--- config.mk ---
export PLATFORM = sky130hd
export DESIGN_NAME = field_div2k
export DESIGN_NICKNAME = d
export VERILOG_FILES = /design/src/rtl/field_div2k.sv
export SDC_FILE = /design/constraint.sdc
export NUM_CORES = 1
export LEC_CHECK = 0
export BUFFER_PORTS_ARGS = -buffer_cell sky130_fd_sc_hd__buf_2
export CAP_MARGIN = 20
export CORE_ASPECT_RATIO = 0.5
export CORE_MARGIN = 2
export CORE_UTILIZATION = 30
export DETAILED_ROUTE_END_ITERATION = 16
export PLACE_DENSITY = 0.45
export SETUP_SLACK_MARGIN = 0.2
export SLEW_MARGIN = 15
export SYNTH_ARGS = -nofsm -noshare
export SYNTH_HDL_FRONTEND = slang
export SYNTH_SLANG_ARGS = --single-unit
--- constraint.sdc ---
create_clock -name clk -period 5.2 [get_ports clk]
set_input_delay 0.26 -clock clk [delete_from_list [all_inputs] [get_ports clk]]
set_output_delay 0.26 -clock clk [all_outputs]
set_load 0.02 [all_outputs]
--- src/rtl/field_div2k.sv ---
// Field division by 2^k: c = a * 2^-k mod F_Q, one modular halving per RUN cycle.
// Optional macro FIELD_DIV2K_DOUBLE_STEP_EN chains two halvings per cycle.
module field_div2k #(
  parameter int                 K_BITS  = 6,
  parameter int                 F_NBITS = 61,
  parameter logic [F_NBITS-1:0] F_Q     = 61'h1FFF_FFFF_FFFF_FFFF
) (
  input  logic               clk,
  input  logic               rstb,
  input  logic               en,
  input  logic [F_NBITS-1:0] a,
  input  logic [K_BITS-1:0]  k,
  output logic               ready_pulse,
  output logic               ready,
  output logic [F_NBITS-1:0] c
);

  typedef enum logic [0:0] {IDLE = 1'b0, RUN = 1'b1} state_t;

  state_t             state, state_next;
  logic [F_NBITS-1:0] acc, acc_next;
  logic [K_BITS-1:0]  cnt, cnt_next;
  logic [F_NBITS-1:0] c_next;
  logic               ready_next;
  logic               pulse_next;

  // Odd values borrow F_Q first; the sum keeps its carry bit so the shift is exact.
  function automatic logic [F_NBITS-1:0] halve(input logic [F_NBITS-1:0] x);
    logic [F_NBITS:0] sum;
    sum = {1'b0, x} + (x[0] ? {1'b0, F_Q} : {(F_NBITS+1){1'b0}});
    return sum[F_NBITS:1];
  endfunction

  // State and datapath registers.
  always_ff @(posedge clk or negedge rstb) begin
    if (!rstb) begin
      state       <= IDLE;
      acc         <= {F_NBITS{1'b0}};
      cnt         <= {K_BITS{1'b0}};
      c           <= {F_NBITS{1'b0}};
      ready       <= 1'b1;
      ready_pulse <= 1'b0;
    end else begin
      state       <= state_next;
      acc         <= acc_next;
      cnt         <= cnt_next;
      c           <= c_next;
      ready       <= ready_next;
      ready_pulse <= pulse_next;
    end
  end

  // Next-state, datapath step and output decode.
  always_comb begin
    state_next = state;
    acc_next   = acc;
    cnt_next   = cnt;
    c_next     = c;
    ready_next = ready;
    pulse_next = 1'b0;
    case (state)
      IDLE: begin
        if (en) begin
          acc_next   = a;
          cnt_next   = k;
          state_next = RUN;
          ready_next = 1'b0;
        end else begin
          state_next = IDLE;
        end
      end
      RUN: begin
        if (cnt == {K_BITS{1'b0}}) begin
          c_next     = acc;
          ready_next = 1'b1;
          pulse_next = 1'b1;
          state_next = IDLE;
        end else begin
`ifdef FIELD_DIV2K_DOUBLE_STEP_EN
          if (cnt >= K_BITS'(2)) begin
            acc_next = halve(halve(acc));
            cnt_next = cnt - K_BITS'(2);
          end else begin
            acc_next = halve(acc);
            cnt_next = cnt - K_BITS'(1);
          end
`else
          acc_next = halve(acc);
          cnt_next = cnt - K_BITS'(1);
`endif
        end
      end
      default: begin
        state_next = IDLE;
        ready_next = 1'b1;
      end
    endcase
  end

endmodule

==> flow_summary.yaml, run 1 <==
floorplan:
  die_y_um: 127
  die-area_um2: 31500
  row_count: 44
  core_area_um2: 29300
  die_w_um: 249
  io_pins: 133
  start_util: 0.308
clock_network:
  cts_hold_buf: 1
  clkSlewWorstSetupHoldPaths_ns: 0.06
  cts.sinks: 131
  htreeDepth: 4
  cts_inserted_buffers: 17
  cts-resized-gates: 0
  cts_buffer_depth: 2
  post_cts_buffers: 0
  cts-root-buf: "clkbuf_16"
  cts_tree: "yes"
  clkLatencyLatePin_ns: 0.45
cells_and_area:
  final_layout_size_suffix_gt1_frac: 0.172
  final_cell_mix: "292 x nand2_1, 131 x buf_2, 128 x dfrtp_1"
  final_common_cell: "nand2_1"
  fin_util: 0.367
  finalNetCount: 1326
  antenna_cells: 0
  synthToLayoutAreaGrowth_pct: 19.2
synthesis:
  netlist_area_um2: 9020
  async_flop_share: 1.00
  yosysWarnings: 0
  seq_area_frac_synth: 0.364
  synth_edf_count: 0
  synth_fp_nets: 1223
  syn_area_per_cell_um2: 8.27
  synth_ff_type: "dfrtp_1"
  syn_inst: 1090
  ys_types: 73
  synth_seq_cells: 131
sta:
  slew_violations: 0
  hold_viol_final: 0
  setup_viol: 0
  post-route-period-util: 0.723
  worst_pin_slew_ns: 0.966
  relSlewSlack: 0.353
  fmax_mhz: 266
  finalCriticalPeriod_ns: 3.76
  tns_ns: 0
  finClkSkew_ns: 0.0130
  rsz0062_at_grt: "false"
critical_path:
  cp.arrival_ns: 4.02
  r2r_end: "acc[32]$_DFFE_PN0P_"
  critical_path_required_ns: 5.46
  crit_type: "register to register"
  end_kind: "register"
  slowest_delay_ns: 0.70
  critPathBufInv: 1
  ff2ff_setup_slack_ns: 1.44
  setup.worst_path.start_class: "register"
  critPathTopFamily: "compound AO/OA/AOI/OAI gates"
  path_cells: "buf_12 > ha_1 > o21a_1 > o31a_2 > o31ai_1 > o21ai_2 > a41oi_1 > o31a_2 > o31ai_1 > a21oi_1 > xor2_1 > o21ai_0"
  cp_max_fo: 25
  r2r_start: "acc[0]$_DFFE_PN0P_"
  cp_slowest_cell: "dfrtp_2"
  reg2reg_depth: 12
placed_design:
  gp_congestion: 0.902
  dp_hpwl_um: 20900
  port_buffers: 132
grt:
  grt-ovfl-total: 0
  antenna_found_initial: 0
  grt_pass1_wl_um: 46200
  grt_pass1_vias: 8349
  grt_usage: 0.187
  grt_max_degree: 83
hold_path:
  hold_end: "cnt[1]$_DFFE_PN0P_"
  hold_class: "input port to register"
  hold_depth: 3
  worstHoldStart: "k[1]"
job:
  maxCapViolCount: 0
route:
  viasPerCell: 5.07
  dr_total_vias: 8095
  drt_wl_total_um: 28400
  dr.first_iter.drc_count: 493
  wl_per_cell_um: 17.8
  drc: 0
  first_pass_iters: 5
  ant_nets: 0
status:
  status: "completed"
## worst max path at each step
stage	startpoint	endpoint	slack, ns	cells past startpoint
CTS	acc[0]$_DFFE_PN0P_	acc[32]$_DFFE_PN0P_	1.18	11
global route	acc[0]$_DFFE_PN0P_	acc[60]$_DFFE_PN0P_	1.22	13
detailed placement	acc[0]$_DFFE_PN0P_	acc[32]$_DFFE_PN0P_	1.20	11
global placement	acc[0]$_DFFE_PN0P_	acc[32]$_DFFE_PN0P_	1.22	11
finish	acc[0]$_DFFE_PN0P_	acc[32]$_DFFE_PN0P_	1.44	12
floorplan	acc[0]$_DFFE_PN0P_	acc[60]$_DFFE_PN0P_	1.24	12
## flip-flops by register name, indices dropped and copies added (netlist names)
signal and cells:
state 1, cnt 6, ready 1, ready_pulse 1
acc 61, c 61
## layer usage
metal	global-route usage	part of all wire	vias up
met1	0.263	0.51	3879
met2	0.293	0.44	139
met5	0	0	-
met3	0.0343	0.029	24
met4	0.0581	0.015	0
li1	-	-	4053
## through the flow
step	worst slack [ns]	std cells	hold slack (ns)	area, um2
floorplan	1.24	1090	-0.0356	9020
finish	1.44	1597	0.0864	10800
CTS	1.18	1596	0.0614	10700
global route	1.22	1597	0.0857	10800
global placement	1.22	1563	0.398	10000
detailed placement	1.20	1563	0.413	10000
## cells in the mapped netlist (20+ instances only)
library cell  count  area share
nand2_1         293        0.12
dfrtp_1         130        0.36
a21oi_1          92       0.051
o21ai_0          87       0.048
ha_1             63       0.087
clkbuf_1         50       0.021
nor2_1           41       0.017
mux2i_1          38       0.042
xnor2_1          28       0.027
xor2_1           28       0.027
a21o_1           26       0.022
nand4_1          20       0.014
## cells by family (layout without fill, tap and decap cells)
group	count (synthesis)	in the layout	share of synthesized area
DFF	131	131	0.364
AOI/OAI and AO/OA	301	301	0.216
adders and majority gates	63	63	0.0874
buffers and inverters	74	190	0.0312
xor gates and xnor gates	56	56	0.0544
muxes	40	40	0.0447
and+or+nand+nor	425	425	0.202
## layout make-up
cell class,count,area (um2)
clock buffers,21,470
clock inverters,11,220
well taps,391,489
fillers,3099,18500
inverters,16,60.1
flip-flops and latches,131,3280
multi-input cells,885,5470
repair buffers,142,757
## worst register-to-register path, cell delays in order, from the launching register on
cell	delay [ns]
dfrtp_2	0.70
buf_12	0.27
ha_1	0.31
o21a_1	0.22
o31a_2	0.14
o31ai_1	0.50
o21ai_2	0.12
a41oi_1	0.37
o31a_2	0.27
o31ai_1	0.14
a21oi_1	0.25
xor2_1	0.19
o21ai_0	0.13
Power of run 1 is not shown: default switching activity piles up to over one toggle a cycle in this logic, so the estimate is an artifact.
==> run 2, diff against run 1 <==
--- a/config.mk
+++ b/config.mk
@@ -11,7 +11,7 @@
 export CORE_MARGIN = 2
 export CORE_UTILIZATION = 30
 export DETAILED_ROUTE_END_ITERATION = 16
-export PLACE_DENSITY = 0.45
+export PLACE_DENSITY = 0.47
 export SETUP_SLACK_MARGIN = 0.2
 export SLEW_MARGIN = 15
 export SYNTH_ARGS = -nofsm -noshare
==> constraint.sdc (replaced) <==
create_clock -name clk -period 3.4 [get_ports clk]
set_input_delay 0.17 -clock clk [delete_from_list [all_inputs] [get_ports clk]]
set_output_delay 0.17 -clock clk [all_outputs]
set_load 0.02 [all_outputs]
==> flow_summary.yaml, run 2 (same netlist as run 1, synthesis figures left out) <==
grt:
  antenna_found_initial: 0
  grt_pass1_wl_um: 46900
  grt_max_degree: 92
  grt-ovfl-total: 0
  grt_usage: 0.188
  grt_pass1_vias: 8537
route:
  first_pass_iters: 5
  drc: 0
  ant_nets: 0
  wl_per_cell_um: 17.5
  drt_wl_total_um: 29300
  dr.first_iter.drc_count: 452
  dr_total_vias: 8416
  viasPerCell: 5.04
sta:
  finClkSkew_ns: 0.0134
  post-route-period-util: 0.956
  hold_slack_ns: -0.00365
  hold_viol_final: 1
  relSlewSlack: 0.387
  finalCriticalPeriod_ns: 3.25
  setup_viol: 0
  rsz0062_at_grt: "true"
  fmax_mhz: 308
  worst_pin_slew_ns: 0.917
  tns_ns: 0
  slew_violations: 0
clock_network:
  clkLatencyLatePin_ns: 0.45
  htreeDepth: 4
  clkSlewWorstSetupHoldPaths_ns: 0.06
  cts-root-buf: "clkbuf_16"
  cts_inserted_buffers: 17
  cts_buffer_depth: 2
  cts_tree: "yes"
  cts.sinks: 131
critical_path:
  setup.worst_path.start_class: "register"
  reg2reg_depth: 14
  critical_path_required_ns: 3.70
  cp.arrival_ns: 3.55
  ff2ff_setup_slack_ns: 0.15
  crit_type: "register to register"
  r2r_start: "acc[0]$_DFFE_PN0P_"
  r2r_end: "acc[39]$_DFFE_PN0P_"
  end_kind: "register"
  cp_max_fo: 6
cells_and_area:
  final_common_cell: "nand2_1"
  antenna_cells: 0
  synthToLayoutAreaGrowth_pct: 31.4
  n_fill_cell: 2990
  reg_top3: "acc (61), c (61), cnt (6)"
  finalNetCount: 1399
  final_layout_size_suffix_gt1_frac: 0.261
  final_cell_mix: "291 x nand2_1, 131 x buf_2, 128 x dfrtp_1"
  fin_util: 0.404
status:
  violations: "hold timing"
  status: "finished, violations left"
floorplan:
  core_area_um2: 29300
  die_y_um: 127
  io_pins: 133
  die_w_um: 249
  die-area_um2: 31500
  start_util: 0.308
  row_count: 44
placed_design:
  port_buffers: 132
  dp_hpwl_um: 21500
  gp_congestion: 0.889
hold_path:
  hold_class: "input port to register"
  hold_depth: 3
  worstHoldStart: "a[35]"
  hold_end: "acc[35]$_DFFE_PN0P_"
job:
  maxCapViolCount: 0
==> run 2: changes by cell type in the layout (fill, tap and decap cells not counted), sizes merged <==
cell	delta
clkinv	+2
buf	+65
bufinv	-1
inv	-3
clkbuf	-1
clkinvlp	+4
dlygate4sd3	+7
==> run 2: critical path: stages (launching register included) <==
cell and delay [ns]:
dfrtp_4 0.55, buf_8 0.18, ha_4 0.23, a21o_1 0.19
a22o_1 0.22, a31o_4 0.23, and3_4 0.15, o211ai_1 0.25
o211ai_2 0.21, buf_4 0.19, buf_6 0.11, a21o_1 0.19
a21oi_2 0.16, xnor2_1 0.14, a21oi_1 0.09
==> run 2: layout make-up <==
class / instances / area [um2] / share of cell area
sequential: 131 / 3290 / 0.277
timing repair buffer: 215 / 1370 / 0.116
clock inverter: 13 / 208 / 0.0175
multi-input combinational: 885 / 5990 / 0.505
tap: 391 / 489 / 0.0413
inverter: 16 / 60.1 / 0.00507
clock buffer: 19 / 443 / 0.0374
==> run 2: what timing repair did <==
item / 4_1_cts / 5_1_grt
buffers inserted: 11 / 13
endpoints found under the setup margin: 24 / 34
gates cloned: 0 / 1
resized for setup: 44 / 66
pin swaps: 16 / 42
hold buffers: 8 / 0
hold endpoints to repair: 95 / 0
==> run 2: worst max-delay path by stage <==
stage | from | endpoint | slack, ns | cells past startpoint
2_1_floorplan | acc[0]$_DFFE_PN0P_ | acc[60]$_DFFE_PN0P_ | 0.25 | 12
3_3_place_gp | acc[0]$_DFFE_PN0P_ | acc[32]$_DFFE_PN0P_ | 0.04 | 12
3_5_place_dp | acc[0]$_DFFE_PN0P_ | acc[47]$_DFFE_PN0P_ | 0.004 | 12
4_1_cts | acc[0]$_DFFE_PN0P_ | acc[60]$_DFFE_PN0P_ | 0.18 | 13
5_1_grt | acc[0]$_DFFE_PN0P_ | acc[54]$_DFFE_PN0P_ | 0.03 | 13
6_report | acc[0]$_DFFE_PN0P_ | acc[39]$_DFFE_PN0P_ | 0.15 | 14
==> run 2: metal layers <==
layer / wire [um] / vias to the layer above / track usage
met4: 388 / 0 / 0.0468
li1: - / 4191 / -
met5: 0 / - / 0
met1: 14600 / 4067 / 0.260
met2: 13400 / 133 / 0.303
met3: 895 / 25 / 0.0380
==> run 2: through the flow <==
| stage | setup slack (ns) | std cells | area [um2] | hold WS [ns] |
|---|---|---|---|---|
| after floorplan | 0.246 | 1090 | 9020 | -0.126 |
| after global placement | 0.0383 | 1605 | 10400 | 0.339 |
| after detailed placement | 0.00376 | 1605 | 10400 | 0.358 |
| after CTS | 0.184 | 1656 | 11400 | 0.00113 |
| after global routing | 0.0308 | 1670 | 11800 | 0.00937 |
| final | 0.150 | 1670 | 11800 | -0.00365 |
Power of run 2 is left out for the same reason.
